===== src/rtl/seq_divider_8.sv =====
// Sequential restoring divider: one quotient bit per cycle through a WIDTH+1-bit subtract stage.
// Define SEQ_DIVIDER_SIGNED_EN for two's-complement operands (truncating quotient, remainder follows dividend).
module seq_divider_8 #(
    parameter int WIDTH = 8
) (
    input  logic             clk,
    input  logic             rst,
    input  logic             start,
    input  logic [WIDTH-1:0] dividend,
    input  logic [WIDTH-1:0] divisor,
    output logic             busy,
    output logic             done,
    output logic [WIDTH-1:0] quotient,
    output logic [WIDTH-1:0] remainder,
    output logic             div_zero
);

    typedef enum logic [1:0] {
        IDLE = 2'd0,
        RUN  = 2'd1,
        DONE = 2'd2
    } state_t;

    localparam int CNT_W = (WIDTH > 1) ? $clog2(WIDTH) : 1;
    localparam logic [CNT_W-1:0] CNT_LAST = CNT_W'(WIDTH - 1);

    state_t           state;
    state_t           state_next;

    logic [WIDTH:0]   rem_q;
    logic [WIDTH-1:0] quo_q;
    logic [WIDTH-1:0] div_q;
    logic [CNT_W-1:0] cnt;

    logic             accept;
    logic             zero_divisor;
    logic             last_step;

    logic [WIDTH:0]   trial;
    logic [WIDTH:0]   diff;
    logic             carry;
    logic [WIDTH:0]   rem_step;
    logic [WIDTH-1:0] quo_step;

    logic [WIDTH-1:0] dividend_mag;
    logic [WIDTH-1:0] divisor_mag;
    logic [WIDTH-1:0] quo_final;
    logic [WIDTH-1:0] rem_final;

    // The partial remainder is always below the divisor, so its top bit never feeds the next trial.
    logic             unused_rem_msb;
    assign unused_rem_msb = rem_q[WIDTH];

    assign accept       = (state == IDLE) && start;
    assign zero_divisor = (divisor == '0);
    assign last_step    = (cnt == '0);

`ifdef SEQ_DIVIDER_SIGNED_EN
    logic neg_quo_q;
    logic neg_rem_q;

    assign dividend_mag = dividend[WIDTH-1] ? (~dividend + 1'b1) : dividend;
    assign divisor_mag  = divisor[WIDTH-1]  ? (~divisor + 1'b1)  : divisor;
    assign quo_final    = neg_quo_q ? (~quo_step + 1'b1) : quo_step;
    assign rem_final    = neg_rem_q ? (~rem_step[WIDTH-1:0] + 1'b1) : rem_step[WIDTH-1:0];

    always_ff @(posedge clk) begin
        if (rst) begin
            neg_quo_q <= 1'b0;
            neg_rem_q <= 1'b0;
        end else if (accept) begin
            neg_quo_q <= dividend[WIDTH-1] ^ divisor[WIDTH-1];
            neg_rem_q <= dividend[WIDTH-1];
        end
    end
`else
    assign dividend_mag = dividend;
    assign divisor_mag  = divisor;
    assign quo_final    = quo_step;
    assign rem_final    = rem_step[WIDTH-1:0];
`endif

    // Subtract stage A + ~B + 1; carry-out high means no borrow, i.e. trial >= divisor.
    always_comb begin
        trial            = {rem_q[WIDTH-1:0], quo_q[WIDTH-1]};
        {carry, diff}    = {1'b0, trial} + {1'b0, ~{1'b0, div_q}} + {{(WIDTH + 1){1'b0}}, 1'b1};
        rem_step         = carry ? diff : trial;
        quo_step         = {quo_q[WIDTH-2:0], carry};
    end

    // NOTE: sequential state uses non-blocking assignments so every register samples pre-edge values.
    always_ff @(posedge clk) begin
        if (rst) begin
            state <= IDLE;
        end else begin
            state <= state_next;
        end
    end

    // NOTE: next-state defaults to the current state first so no path leaves it unassigned (no latch).
    always_comb begin
        state_next = state;
        unique case (state)
            IDLE: begin
                if (start) begin
                    state_next = zero_divisor ? DONE : RUN;
                end
            end
            RUN: begin
                if (last_step) begin
                    state_next = DONE;
                end
            end
            DONE:    state_next = IDLE;
            default: state_next = IDLE;
        endcase
    end

    always_comb begin
        busy = 1'b0;
        done = 1'b0;
        unique case (state)
            IDLE:    busy = 1'b0;
            RUN:     busy = 1'b1;
            DONE: begin
                busy = 1'b1;
                done = 1'b1;
            end
            default: busy = 1'b0;
        endcase
    end

    always_ff @(posedge clk) begin
        if (rst) begin
            rem_q     <= '0;
            quo_q     <= '0;
            div_q     <= '0;
            cnt       <= '0;
            quotient  <= '0;
            remainder <= '0;
            div_zero  <= 1'b0;
        end else begin
            unique case (state)
                IDLE: begin
                    if (start) begin
                        if (zero_divisor) begin
                            quotient  <= '1;
                            remainder <= dividend;
                            div_zero  <= 1'b1;
                        end else begin
                            rem_q    <= '0;
                            quo_q    <= dividend_mag;
                            div_q    <= divisor_mag;
                            cnt      <= CNT_LAST;
                            div_zero <= 1'b0;
                        end
                    end
                end
                RUN: begin
                    rem_q <= rem_step;
                    quo_q <= quo_step;
                    cnt   <= cnt - 1'b1;
                    // Results (with any sign fix-up) land on the edge that enters DONE.
                    if (last_step) begin
                        quotient  <= quo_final;
                        remainder <= rem_final;
                    end
                end
                default: begin
                end
            endcase
        end
    end

endmodule


===== config.mk =====
export PLATFORM = sky130hd
export DESIGN_NAME = seq_divider_8
export DESIGN_NICKNAME = d
export VERILOG_FILES = /design/src/rtl/seq_divider_8.sv
export SDC_FILE = /design/constraint.sdc
export NUM_CORES = 1
export LEC_CHECK = 0
export CORE_UTILIZATION = 25
export CTS_BUF_LIST = sky130_fd_sc_hd__clkbuf_4 sky130_fd_sc_hd__clkbuf_8 sky130_fd_sc_hd__clkbuf_16
export DETAILED_ROUTE_END_ITERATION = 10
export MAX_ROUTING_LAYER = met4
export PLACE_DENSITY_LB_ADDON = 0.05
export SLEW_MARGIN = 20
export SYNTH_ARGS = -nofsm -noshare
export SYNTH_HDL_FRONTEND = slang
export SYNTH_SLANG_ARGS = --single-unit

===== constraint.sdc =====
create_clock -name clk -period 3.5 [get_ports clk]
set_input_delay 1.05 -clock clk [delete_from_list [all_inputs] [get_ports clk]]
set_output_delay 1.05 -clock clk [all_outputs]
set_load 0.01 [all_outputs]

After elaboration in Yosys (flattened, before gate mapping)
Cells that the tools add are included.
{"block": "totals", "reg_bits": 46, "latch_bits": 0, "ram_bits": 0, "mem_bits_ro": 0, "wordCells": 54, "memories": 0}
{"block": "classes", "add_sub_neg": 3, "n_mul": 0, "div_mod_pow": 0, "n_lt_le_gt_ge": 0, "eq_ne": 6, "shift": 0, "mux": 25, "bitwise_logic": 2, "reduce_logical": 10}
{"operator": "$mux 8", "n": 11}
{"operator": "$pmux 8 s2", "n": 4}
{"operator": "$add 10x1->10 const B", "n": 1}
{"operator": "$add 9x9->10", "n": 1}
{"operator": "$not 8->9", "n": 1}
{"operator": "$logic_not 8->1", "n": 1}
{"operator": "$ne 2x2->1 const B", "n": 4}
{"operator": "$mux 2", "n": 3}
{"operator": "$mux 3", "n": 2}
{"operator": "$pmux 3 s2", "n": 1}
{"operator": "$reduce_and 3->1", "n": 2}
{"operator": "$pmux 2 s2", "n": 1}
{"operator": "$reduce_and 2->1", "n": 2}
{"operator": "$reduce_and 4->1", "n": 1}
{"operator": "$logic_not 3->1", "n": 1}
{"operator": "$mux 1", "n": 3}
{"operator": "$sub 3x1->3 const B", "n": 1}
{"operator": "$eq 2x1->1 const B", "n": 1}
{"operator": "$eq 2x2->1 const B", "n": 1}
{"operator": "$logic_not 2->1", "n": 1}
{"operator": "$reduce_bool 2->1", "n": 1}
{"operator": "$reduce_or 2->1", "n": 1}
{"operator": "$not 1->1", "n": 1}

Logic depth before layout (Yosys ltp)
{"block": "logic_depth", "depth_word": 6, "mapped_depth": 10, "ltp_nobuf": 9}

Least setup slack after synthesis
No wires, ideal clock.
{"block": "synth_path", "path_type": "in2reg", "startpoint": "input divisor[7]", "endpoint": "register cnt[1]", "setup_ns": 0.088, "arrival_time_ns": 2.234, "setup_slack_ns": 1.178, "stages": 6, "path_buffers": 2, "path_cell_list": "nor4_4 > a21oi_2 > or2_1 > buf_6 > buf_6 > a311oi_2"}
{"block": "synth_via", "elab_chain_cells": 3}
{"element": "start: declaration", "line_no": "10", "source": "input logic [WIDTH-1:0] divisor,"}
{"element": "$logic_not 8->1", "line_no": "55", "source": "assign zero_divisor = (divisor == '0);"}
{"element": "$ne 2x2->1 (no source line)"}
{"element": "$reduce_and 3->1 (no source line)"}
{"element": "end signal: assignment", "line_no": "162", "source": "cnt <= cnt - 1'b1;"}
{"element": "end: declaration", "line_no": "33", "source": "logic [CNT_W-1:0] cnt;"}
Every way passes these cells.
A chain may end at the register's enable or synchronous reset.

Worst setup path after layout
{"block": "layout_path", "startpoint": "input divisor[7]", "endpoint": "register remainder[6]"}
{"block": "layout_via", "elab_chain_cells": 3}
{"element": "$logic_not 8->1", "line_no": "55"}
{"element": "$ne 2x2->1 (no source line)"}
{"element": "$reduce_and 4->1 (no source line)"}
{"element": "end signal: assignment", "line_no": "148", "source": "remainder <= dividend;"}
{"element": "end signal: assignment", "line_no": "166", "source": "remainder <= rem_final;"}
{"element": "end: declaration", "line_no": "14", "source": "output logic [WIDTH-1:0] remainder,"}
Every way passes these cells.

==> impl_metrics.env <==
export IMPL_htree_levels=2
export IMPL_vias=2168
export IMPL_initial_cell_density_of_the_core=0.260
export IMPL_synth_edf_count=0
export IMPL_critPathLaunchType="primary input"
export IMPL_vdd_drop_max_mv=0.171
export IMPL_grt_remaining_overflow=0
export IMPL_report_final_setup_viol=0
export IMPL_postCtsSetupBuffers=0
export IMPL_post_route_min_period_ns=2.64
export IMPL_floorplan_rows=36
export IMPL_power_density_cell_area_mw_per_mm2=447
export IMPL_yosysTopAreaCellShare=0.357
export IMPL_worst_skew_pair_late_latency_ns=0.31
export IMPL_multi_input_area_mm2=0.00146
export IMPL_leakage_nw=1.10
export IMPL_path_max_fanout=34
export IMPL_floorplan_die_width_um=104
export IMPL_drt_met1_wl_mm=3.21
export IMPL_post_dp_hpwl_mm=4.93
export IMPL_ys_top_cells_by_area="dfxtp_1, ha_1, nor2_1"
export IMPL_cpMaxStageDelayCell="clkdlybuf4s50_1"
export IMPL_vias_per_cell=4.68
export IMPL_count_of_final_hold_check_violations=0
export IMPL_yosysUniqueCellTypes=48
export IMPL_crit_path_class="primary input to flip-flop"
export IMPL_tritoncts="built"
export IMPL_slew_headroom=0.653
export IMPL_grt_pass1_vias=2121
export IMPL_min_delay_path_class="flip-flop to flip-flop"
export IMPL_run_status="complete, no violations"
export IMPL_pin_count=38
export IMPL_design_area_mm2=0.00314
export IMPL_io_buffer_count=37
export IMPL_final_period_utilization=0.754
export IMPL_post_cts_resized_instances=0
export IMPL_synth_sequential_area_ratio=0.357
export IMPL_ys_async_sr_fraction=0
export IMPL_end_kind="flip-flop"
export IMPL_maxUsedRoutingLayer="met4"
export IMPL_met2_wirelength_mm=3.14
export IMPL_timing_critical_path_buf_inv=2
export IMPL_cp_cell_sequence="clkdlybuf4s50_1, nor4_4, nand2_1, o21ai_2, buf_4, o21ai_0, a311oi_2"
export IMPL_dr_pass1_iters=4
export IMPL_antenna_cells=0
export IMPL_antenna_violations_before_repair=0
export IMPL_synth_fp_nets=330
export IMPL_route_detailed_drc=0
export IMPL_globalplace_congestion=0.732
export IMPL_worst_pin_slew_ns=0.521
export IMPL_coreArea_mm2=0.00991
export IMPL_synthesis_instances=297
export IMPL_clk_pin_slew_ns=0.10
export IMPL_grt_setup_unrepaired="false"
export IMPL_place_area_mm2=0.00305
export IMPL_design_final_nets=362
export IMPL_power_total_mw=1.40
export IMPL_hold_worst_slack_ns=0.485
export IMPL_crit_family="buffers and inverters"
export IMPL_share_of_the_core_filled_with_cells=0.317
export IMPL_worst_ep_arrival_time_ns=2.87
export IMPL_final_layout_size_suffix_gt1_frac=0.112
export IMPL_area_growth_synth_to_final_pct=21.6
export IMPL_cpPeakStageDelay_ns=0.47
export IMPL_dieArea_mm2=0.0107
export IMPL_worst_setup_path_endpoint="remainder[6]"
export IMPL_ant_nets=0
export IMPL_grt_max_degree=35
export IMPL_r2r_cells=8
export IMPL_synthesis_yosys_warnings=0
export IMPL_worst_r2r_startpoint="div_q[1]"
export IMPL_cap_viol_max_count=0
export IMPL_maxSlewViolCount=0
export IMPL_max_clock_path_buffers=2
export IMPL_sequential_cell_area_um2=921
export IMPL_clock_root_buffer="clkbuf_8"
export IMPL_drt_iter0_drc=57
export IMPL_yosys_area_top_type="dfxtp_1"
export IMPL_worst_setup_path_startpoint="divisor[7]"
export IMPL_height_of_the_chip_um=104
export IMPL_timing_clock_skew_ns=0.0143
export IMPL_dominantRegCellSynth="dfxtp_1"
export IMPL_max_clock_freq_mhz=379
export IMPL_critical_path_required_ns=3.73
export IMPL_global_route_usage_sum=0.133
export IMPL_critical_path_cell_count=7
export IMPL_hold_buffers=0
export IMPL_first_pass_grt_wire_length_mm=11.0
export IMPL_wl_mm=6.67
export IMPL_cts_buffers=5
export IMPL_postSynthRegisterBits=46
export IMPL_wl_met3_um=235
export IMPL_reg2reg_slack_ns=1.09
export IMPL_cts_sinks=46
export IMPL_synth_avg_cell_area_um2=8.69
export IMPL_setup_total_negative_slack_ns=0
export IMPL_routedWlPerCell_um=14.4
export IMPL_syn_cell_area_mm2=0.00258
export IMPL_crit_reg2reg_capture="rem_q[1]"
export IMPL_n_fill_cell=1080
-- cell families (layout without fill, tap and decap cells) --
kind of cell	Yosys count	count (layout)	share of synthesized area
buffers and inverters	43	76	0.0786
AND/OR/NAND/NOR	93	93	0.184
XOR/XNOR	2	2	0.00679
AO/OA/AOI/OAI	88	88	0.257
flip-flops	46	46	0.357
adder cells (fa/ha/maj)	14	14	0.0708
multiplexers	11	11	0.0466
-- cells in the final DEF (no fill, tap or decap), types with 3 or more instances in the layout --
master            n
a211oi_2          3
buf_4             6
a311oi_2          4
o21ai_0           8
o21a_1            4
inv_1            25
a211oi_1          9
nor2_1           42
a21oi_1          22
mux2i_1           9
ha_1             13
nand3_1           5
nor2b_1           6
o211ai_1          3
clkdlybuf4s50_1  36
dfxtp_1          46
nor3b_1          10
nor2_2            3
nand2_1          17
clkbuf_8          5
o21ai_1           9
a311oi_1          9
-- flip-flops by register name (all words and copies together), names as in the netlist --
| name | count |
|---|---|
| quotient | 8 |
| div_zero | 1 |
| rem_q | 8 |
| div_q | 8 |
| cnt | 3 |
| state | 2 |
| remainder | 8 |
| quo_q | 8 |
-- final cells by class --
cell class	instances	area share
Clock buffer	6	0.0243
Clock inverter	2	0.00439
Inverter	25	0.0299
Multi-Input combinational cell	208	0.464
Sequential cell	46	0.293
Tap cell	133	0.0530
Timing Repair Buffer	43	0.131
-- cells in the mapped netlist, types with 4 or more instances --
cell	n
nor2b_1	6
buf_6	4
a311oi_2	4
o21ai_1	9
o21a_1	4
o21ai_0	8
dfxtp_1	46
nor3b_1	10
nor2_1	42
ha_1	13
nand3_1	5
a311oi_1	9
mux2i_1	9
a211oi_1	9
inv_1	25
nand2_1	17
clkbuf_1	6
a21oi_1	22
-- power breakdown --
| part | switching [mW] | total [mW] | leakage, nW | internal (mW) |
|---|---|---|---|---|
| logic | 0.264 | 0.458 | 0.675 | 0.195 |
| registers | 0.0259 | 0.593 | 0.376 | 0.567 |
| clock network | 0.202 | 0.351 | 0.0486 | 0.149 |
| total | 0.491 | 1.40 | 1.10 | 0.911 |
-- worst min-delay path by stage --
| stage | from | end | cells after the start |
|---|---|---|---|
| finish | quo_q[6] | quotient[7] | 2 |
| global route | quo_q[1] | quotient[2] | 2 |
| CTS | quo_q[5] | quotient[6] | 2 |
| detailed placement | rem_q[0] | rem_q[0] | 2 |
| global placement | quo_q[5] | quotient[6] | 2 |
| floorplan | rem_q[0] | rem_q[0] | 2 |
-- routing by layer --
| layer | vias to the layer above | GRT usage |
|---|---|---|
| li1 | 1112 | - |
| met1 | 1006 | 0.166 |
| met2 | 43 | 0.219 |
| met3 | 7 | 0.0245 |
| met4 | 0 | 0.0404 |
| met5 | - | - |
-- per-stage QoR --
stage / cells / setup slack, ns
6_report: 463 / 0.861
4_1_cts: 463 / 0.833
3_3_place_gp: 455 / 0.536
5_1_grt: 463 / 0.683
2_1_floorplan: 297 / 1.18
3_5_place_dp: 455 / 0.502
-- worst reg2reg max path: cells and delay by family, from the launching register on --
kind                       cells  cell delay (ns)
muxes                          1             0.35
DFF                            1             0.38
buffers and inverters          1             0.09
adders and majority gates      1             0.26
and+or+nand+nor                2             0.55
AOI/OAI and AO/OA              3             0.71
No activity file was read; power rests on OpenSTA's default activity.
